[src/rtl/hw_prefetch_queue_pkg.sv]
// Shared widths, defaults and the queued-parcel layout for the half-word prefetch queue.
package hw_prefetch_queue_pkg;

    localparam int unsigned XLEN          = 32;
    localparam int unsigned PARCEL_W      = 16;
    localparam int unsigned DEPTH_DEFAULT = 4;
    localparam logic [XLEN-1:0] RESET_PC_DEFAULT = 32'h0000_0000;

    // Pointer width for a power-of-two FIFO; never below one bit.
    function automatic int unsigned ptr_w(input int unsigned depth);
        return (depth <= 1) ? 1 : $clog2(depth);
    endfunction

    typedef struct packed {
        logic [XLEN-1:0]     pc;
        logic [PARCEL_W-1:0] data;
    } parcel_t;

endpackage

[src/rtl/hw_parcel_fifo.sv]
// Generic DEPTH x WIDTH synchronous FIFO with flush; head is read combinationally.
module hw_parcel_fifo
    import hw_prefetch_queue_pkg::*;
#(
    parameter int unsigned DEPTH = DEPTH_DEFAULT,
    parameter int unsigned WIDTH = $bits(parcel_t)
) (
    input  logic                     clk,
    input  logic                     rst_n,
    input  logic                     push,
    input  logic                     pop,
    input  logic                     flush,
    input  logic [WIDTH-1:0]         wdata,
    output logic [WIDTH-1:0]         head_c,
    output logic [ptr_w(DEPTH):0]    count,
    output logic                     empty_c
);

    localparam int unsigned PW = ptr_w(DEPTH);
    localparam int unsigned CW = PW + 1;

    logic [WIDTH-1:0] mem [DEPTH];
    logic [PW-1:0]    rd_ptr;
    logic [PW-1:0]    wr_ptr;
    logic             full;
    logic             push_ok;
    logic             pop_ok;

    assign full    = (count == CW'(DEPTH));
    assign empty_c = (count == '0);
    assign push_ok = push && !full;
    assign pop_ok  = pop && !empty_c;
    assign head_c  = mem[rd_ptr];

    // Flush outranks push and pop; pointers wrap naturally at DEPTH.
    always_ff @(posedge clk) begin
        if (!rst_n) begin
            rd_ptr <= '0;
            wr_ptr <= '0;
            count  <= '0;
            for (int i = 0; i < int'(DEPTH); i++) begin
                mem[i] <= '0;
            end
        end else if (flush) begin
            rd_ptr <= '0;
            wr_ptr <= '0;
            count  <= '0;
        end else begin
            if (push_ok) begin
                mem[wr_ptr] <= wdata;
                wr_ptr      <= wr_ptr + PW'(1);
            end
            if (pop_ok) begin
                rd_ptr <= rd_ptr + PW'(1);
            end
            case ({push_ok, pop_ok})
                2'b10:   count <= count + CW'(1);
                2'b01:   count <= count - CW'(1);
                default: count <= count;
            endcase
        end
    end

endmodule

[src/rtl/hw_prefetch_queue.sv]
// Half-word prefetch: sequential I-cache requests, parcel buffering, jump redirect and flush.
module hw_prefetch_queue
    import hw_prefetch_queue_pkg::*;
#(
    parameter int unsigned     DEPTH    = DEPTH_DEFAULT,
    parameter logic [XLEN-1:0] RESET_PC = RESET_PC_DEFAULT
) (
    input  logic                clk,
    input  logic                rst_n,
    input  logic                jump,
    input  logic [XLEN-1:0]     jump_target,
    output logic                ic_req,
    output logic [XLEN-1:0]     ic_addr,
    input  logic                ic_stall,
    input  logic [PARCEL_W-1:0] ic_rdata,
    output logic [PARCEL_W-1:0] hw_o,
    output logic [XLEN-1:0]     hw_pc_o,
    output logic                hw_valid_o,
    input  logic                hw_pop_i,
    output logic                fetch_stall_o
);

    localparam int unsigned CW = ptr_w(DEPTH) + 1;

    logic [XLEN-1:0] fetch_pc;
    logic [CW-1:0]   fifo_count;
    logic            fifo_empty;
    logic            push;
    logic            pop;
    parcel_t         wr_parcel;
    parcel_t         head;

    // Request depends only on registered occupancy plus the jump pulse, never on pop/stall.
    assign ic_req  = rst_n && (fifo_count < CW'(DEPTH)) && !jump;
    assign ic_addr = fetch_pc;
    assign push    = ic_req && !ic_stall;
    assign pop     = hw_pop_i && hw_valid_o;

    assign wr_parcel = '{pc: fetch_pc, data: ic_rdata};

    hw_parcel_fifo #(
        .DEPTH (DEPTH),
        .WIDTH ($bits(parcel_t))
    ) u_fifo (
        .clk     (clk),
        .rst_n   (rst_n),
        .push    (push),
        .pop     (pop),
        .flush   (jump),
        .wdata   (wr_parcel),
        .head_c  (head),
        .count   (fifo_count),
        .empty_c (fifo_empty)
    );

    assign hw_valid_o    = !fifo_empty;
    assign fetch_stall_o = fifo_empty;
    assign hw_o          = fifo_empty ? '0 : head.data;
    assign hw_pc_o       = fifo_empty ? '0 : head.pc;

    // Jump redirect wins over sequential advance; bit 0 is always cleared.
    always_ff @(posedge clk) begin
        if (!rst_n) begin
            fetch_pc <= RESET_PC & ~XLEN'(1);
        end else if (jump) begin
            fetch_pc <= jump_target & ~XLEN'(1);
        end else if (push) begin
            fetch_pc <= fetch_pc + XLEN'(2);
        end
    end

endmodule

[config.mk]
export PLATFORM = sky130hd
export DESIGN_NAME = hw_prefetch_queue
export DESIGN_NICKNAME = d
export VERILOG_FILES = /design/src/rtl/hw_prefetch_queue_pkg.sv /design/src/rtl/hw_parcel_fifo.sv /design/src/rtl/hw_prefetch_queue.sv
export SDC_FILE = /design/constraint.sdc
export NUM_CORES = 1
export LEC_CHECK = 0
export ABC_AREA = 1
export BUFFER_PORTS_ARGS = -buffer_cell sky130_fd_sc_hd__clkbuf_2
export CAP_MARGIN = 15
export CORE_MARGIN = 4
export CORE_UTILIZATION = 45
export CTS_CLUSTER_DIAMETER = 200
export DETAILED_ROUTE_END_ITERATION = 10
export PLACE_DENSITY = 0.64
export SETUP_SLACK_MARGIN = 0.2
export SLEW_MARGIN = 10
export SYNTH_ARGS = -nofsm -noshare
export SYNTH_HDL_FRONTEND = slang
export SYNTH_HIERARCHICAL = 1
export SYNTH_SLANG_ARGS = --single-unit
[constraint.sdc]
create_clock -name clk -period 6.35 [get_ports clk]
set_input_delay 1.905 -clock clk [delete_from_list [all_inputs] [get_ports clk]]
set_output_delay 1.905 -clock clk [all_outputs]
set_load 0.02 [all_outputs]
After elaboration in Yosys (flattened, before gate mapping)
Memory sizes are Yosys's and may differ from the RTL's. A register that Yosys moved wholly into a read port is not among the register bits. Index checks and enable logic that the tools add are counted. Widths: inputs -> output; s select.

Equality and inequality tests: 3. Bitwise gates (word level): 1. $lt $le $gt $ge: 1. Multiplexer cells: 15. Add/subtract/negate cells: 5. Reduce and logical (&&, ||, !) cells: 15.

Operators by type and width (count): $mux 32 (3); $mux 48 (1); $reduce_or 48->1 (1); $add 32x2->32 const B (1); $mux 16 (1); $logic_and 1x1->1 (6); $mux 1 (6); $mux 2 (3); $pmux 3 s2 (1); $add 2x1->2 const B (2); $logic_not 1->1 (4); $reduce_bool 2->1 (2); $add 3x1->3 const B (1); $eq 3x3->1 const B (1); $logic_not 3->1 (1); $lt 3x3->1 const B (1); $sub 3x1->3 const B (1); $eq 2x1->1 const B (1); $eq 2x2->1 const B (1); $reduce_or 2->1 (1); $not 1->1 (1).

Memories kept: 1. Register bits after elaboration: 39. Memory bits (writable): 192.

Memory list: u_fifo.mem (depth 4, width 48, rd ports 1, clocked after memory_dff 1, write ports 4, line hw_parcel_fifo.sv:22) `logic [WIDTH-1:0] mem [DEPTH];`.

Logic depth before layout (Yosys ltp)
Depth in word-level cells: 11. Depth in mapped cells: 17. Depth with buffers taken out: 15.

Cells and area by module
Netlist, hierarchy kept.

By module, submodules not included: hw_parcel_fifo (area each 8758.4 um^2, sequential area each 5945.7 um^2, instances 1, cells each 805); hw_prefetch_queue (area each 2710.1 um^2, sequential area each 620.6 um^2, instances 1, cells each 487).

Worst setup path after synthesis
OpenSTA, ideal clock, no wires.

Path type: input port to flip-flop. Start: input jump. End: memory u_fifo/mem[0][0] (netlist name), enable pin. Setup slack: -467 ps. Data arrival time: 6297 ps. Setup time: 520 ps. Stages: 8. Cell sequence: buf_6 -> nor2_4 -> nand3_4 -> clkinv_4 -> buf_4 -> nand4_4 -> buf_2 -> o21ai_0.

RTL lines: from (decl) (line hw_prefetch_queue.sv:10) `input logic jump,`; to (decl) (line hw_parcel_fifo.sv:22).

Final worst setup path
Start: input jump. End: output ic_req.

Word-level cells in the longest chain between the ends: 2.

Ends and longest elaborated chain: $logic_not 1->1 (line hw_prefetch_queue.sv:34) `assign ic_req = rst_n && (fifo_count < CW'(DEPTH)) && !jump;`; $logic_and 1x1->1 (line hw_prefetch_queue.sv:34); to (decl) (line hw_prefetch_queue.sv:12) `output logic ic_req,`.

Every way passes these cells.

==> results by group <==
Outcome
  • Status: finished, final reports clean

Setup path
  • Worst path most repeated cell: clkbuf_2
  • CP arrival: 2.95 ns
  • CP startpoint kind: input port
  • Worst Setup Path Type: input port to output pin
  • Crit-path cells: clkbuf_2 > nor3_1 > clkbuf_2
  • Critical Path Fanout Max: 36
  • CP startpoint: jump
  • Reg-to-reg critical path startpoint: u_fifo/count[2]
  • CP required: 4.45 ns
  • Reg2reg end: u_fifo/mem[0][13]
  • Crit-path max cell delay: 0.48 ns
  • CP endpoint kind: output pin
  • Worst Reg2Reg Path Length in Cells: 6
  • CP Capture Point: ic_req
  • Flop2flop setup slack: 3.59 ns
  • Critical-path top delay cell: clkbuf_2

Route
  • Antenna Nets Post-Route: 0
  • Vias per cell: 5.31
  • Final wirelength: 30100 um
  • Detailed Route Iter0 Violations: 600
  • Drt first pass iters: 7
  • DR WL/cell: 17.3 um
  • Residual DRC: 0
  • Via count: 9218

Synthesis
  • Post-Syn Area: 0.0115 sq mm
  • Flops & latches, synth: 232
  • Seq/Total Area, Yosys: 57.3%
  • Post-synth top cells: 275 x nor2_1, 192 x edfxtp_1, 173 x inv_1, 129 x nand2_1, 126 x o21ai_0
  • Synth warn: 6
  • Count leader, synth: nor2_1
  • Cell taking the most area after synthesis: edfxtp_1
  • Synth top area share: 50.3%
  • Post-Synthesis Cells: 1292
  • EDFF count, synth: 192
  • Post-synthesis async set-or-reset flop share: 0%
  • Synth unique cells: 39
  • Synthesized area per cell: 8.88 sq um
  • Synth area leaders: edfxtp_1 50%, nor2_1 9.0%, dfxtp_1 7.0%
  • Top_reg_cell synth: edfxtp_1

GRT
  • Initial antenna violation count: 0
  • Vias in the first global route: 9028
  • GR Util met1: 28.1%
  • First-pass GRT wire length: 47800 um
  • Met2 usage: 36.8%
  • GR Overflow Total: 0
  • Largest net degree at the start of global routing: 97
  • GRT Total Usage: 21.0%
  • Most Crowded Layer GR: met2
  • Met3 GRT Util: 2.90%

Pwr
  • Pwr dens: 254 mW/mm^2
  • Worst VDD drop: 0.000169 V
  • P_leak: 5.09 nW

Finish
  • Nets: 1446
  • Layout cells sized above 1: 16.6%
  • Final non-filler cell total: 1736
  • Final core utilization: 52.0%
  • Syn-to-layout area delta: 14.0%
  • Ant diodes: 0
  • Final Instance Area: 0.0131 sq mm
  • FF+latch area: 0.00657 sq mm
  • Fill count: 2382
  • Multi-input logic area: 0.00388 sq mm

Job
  • Max-cap violations: 0

Placement
  • Port bufs: 133
  • Placed cell count: 1692
  • Routability cong.: 0.844
  • Post-DP Area: 0.0123 sq mm
  • DP HPWL: 17700 um

STA
  • Rel. slew slack: 24.3%
  • Slew Limit Fails: 0
  • Clock skew: 0.0126 ns
  • Worst hold slack: 0.471 ns
  • RSZ-0062 raised after global routing: false
  • Final setup viols: 0
  • Final period util: 76.4%
  • Tmin final: 4.85 ns
  • Endpoints failing hold: 0
  • FMAX: 0.206 GHz
  • Worst-Margin Slew: 1.13 ns

Clocking
  • Cts hold-fix bufs: 0
  • Clock sink total: 232
  • CTS Buffer Depth: 3
  • Worst-Skew Late Latency: 0.53 ns
  • TritonCTS Buffers: 26
  • H-tree Lvls: 1
  • Post-CTS Setup Repair Bufs: 0
  • Number of gates resized after CTS: 0
  • Clock transition at path regs: 0.06 ns
  • CTS tree: done
  • Root buf cell: clkbuf_16

Floorplan
  • Rows: 58
  • Num ports: 136
  • Initial core utilization: 45.7%
  • Core footprint: 0.0251 sq mm
  • Die span in x: 168 um
  • Die area: 0.0281 sq mm
  • Die span in y: 168 um

Min path
  • Hold-critical path depth: 2
  • Hold Crit Class: register to register
worst min path at each step:
| stage | slack, ns | startpoint | end |
|---|---|---|---|
| finish | 0.47 | u_fifo/wr_ptr[0] | u_fifo/wr_ptr[0] |
| CTS | 0.47 | u_fifo/wr_ptr[0] | u_fifo/wr_ptr[0] |
| detailed placement | 0.47 | u_fifo/wr_ptr[0] | u_fifo/wr_ptr[0] |
| global placement | 0.46 | u_fifo/wr_ptr[0] | u_fifo/wr_ptr[0] |
| floorplan | 0.44 | u_fifo/wr_ptr[0] | u_fifo/wr_ptr[0] |
| global route | 0.53 | u_fifo/wr_ptr[0] | u_fifo/wr_ptr[0] |
cell type report:
cell class / count / area share, %
multi-input combinational: 806 / 29.7
tap: 330 / 3.16
timing repair buffer: 149 / 6.01
clock buffer: 34 / 5.36
sequential: 232 / 50.3
clock inverter: 10 / 0.469
inverter: 175 / 5.06
layout by cell type (no fill, tap or decap), types with 5 or more instances in the layout:
master / instances
inv_1: 169
nand3_1: 41
inv_2: 5
a31oi_1: 6
clkbuf_1: 6
nor3_2: 9
clkbuf_16: 26
dfxtp_1: 37
clkbuf_2: 133
nor2_1: 275
o21ai_1: 5
o22ai_1: 50
clkinv_1: 5
o21ai_0: 124
nand2_1: 127
nor2_2: 6
edfxtp_1: 192
nor2_4: 9
nand2_2: 10
nor3_1: 88
buf_4: 16
a21oi_1: 30
cells by family (layout without fill, tap and decap cells):
| family | after synthesis | in the layout | synth area share (%) |
|---|---|---|---|
| buffers and inverters | 255 | 368 | 9.26 |
| xor gates and xnor gates | 3 | 3 | 0.229 |
| adders and majority gates | 3 | 3 | 0.393 |
| DFF | 232 | 232 | 57.3 |
| other | 1 | 2 | 0.0327 |
| and+or+nand+nor | 575 | 575 | 22.3 |
| AOI/OAI and AO/OA | 223 | 223 | 10.5 |
registers in the layout (all words and copies together), names as in the netlist, named ones only:
signal and count:
u_fifo/mem 192, ic_addr 31, u_fifo/wr_ptr 2, u_fifo/rd_ptr 2, u_fifo/count 3
per-stage QoR:
| step | worst slack, ns | total power, mW | TNS (ns) |
|---|---|---|---|
| floorplan | -0.467 | 1.91 | -44.84 |
| global placement | 1.43 | 1.99 | 0 |
| detailed placement | 1.37 | 1.99 | 0 |
| CTS | 1.49 | 3.35 | 0 |
| global route | 1.37 | 3.43 | 0 |
| finish | 1.50 | 3.31 | 0 |
power breakdown:
part | leakage (nW) | internal [mW] | total, mW | switching [mW]
Clock | 0.369 | 0.771 | 1.35 | 0.582
Sequential | 2.31 | 1.70 | 1.74 | 0.0363
Combinational | 2.41 | 0.0609 | 0.221 | 0.160
Total | 5.09 | 2.54 | 3.31 | 0.778
layer usage:
metal / vias up / share of wire (%)
li1: 4485 / -
met1: 4362 / 43
met2: 329 / 49
met3: 42 / 7.0
met4: 0 / 1.7
met5: - / 0
worst max-delay path: cells and delay by family:
family | cells | cell delay, ns
and+or+nand+nor | 1 | 0.35
buffers and inverters | 2 | 0.69
Note: power is estimated with default switching activity, not from simulation.
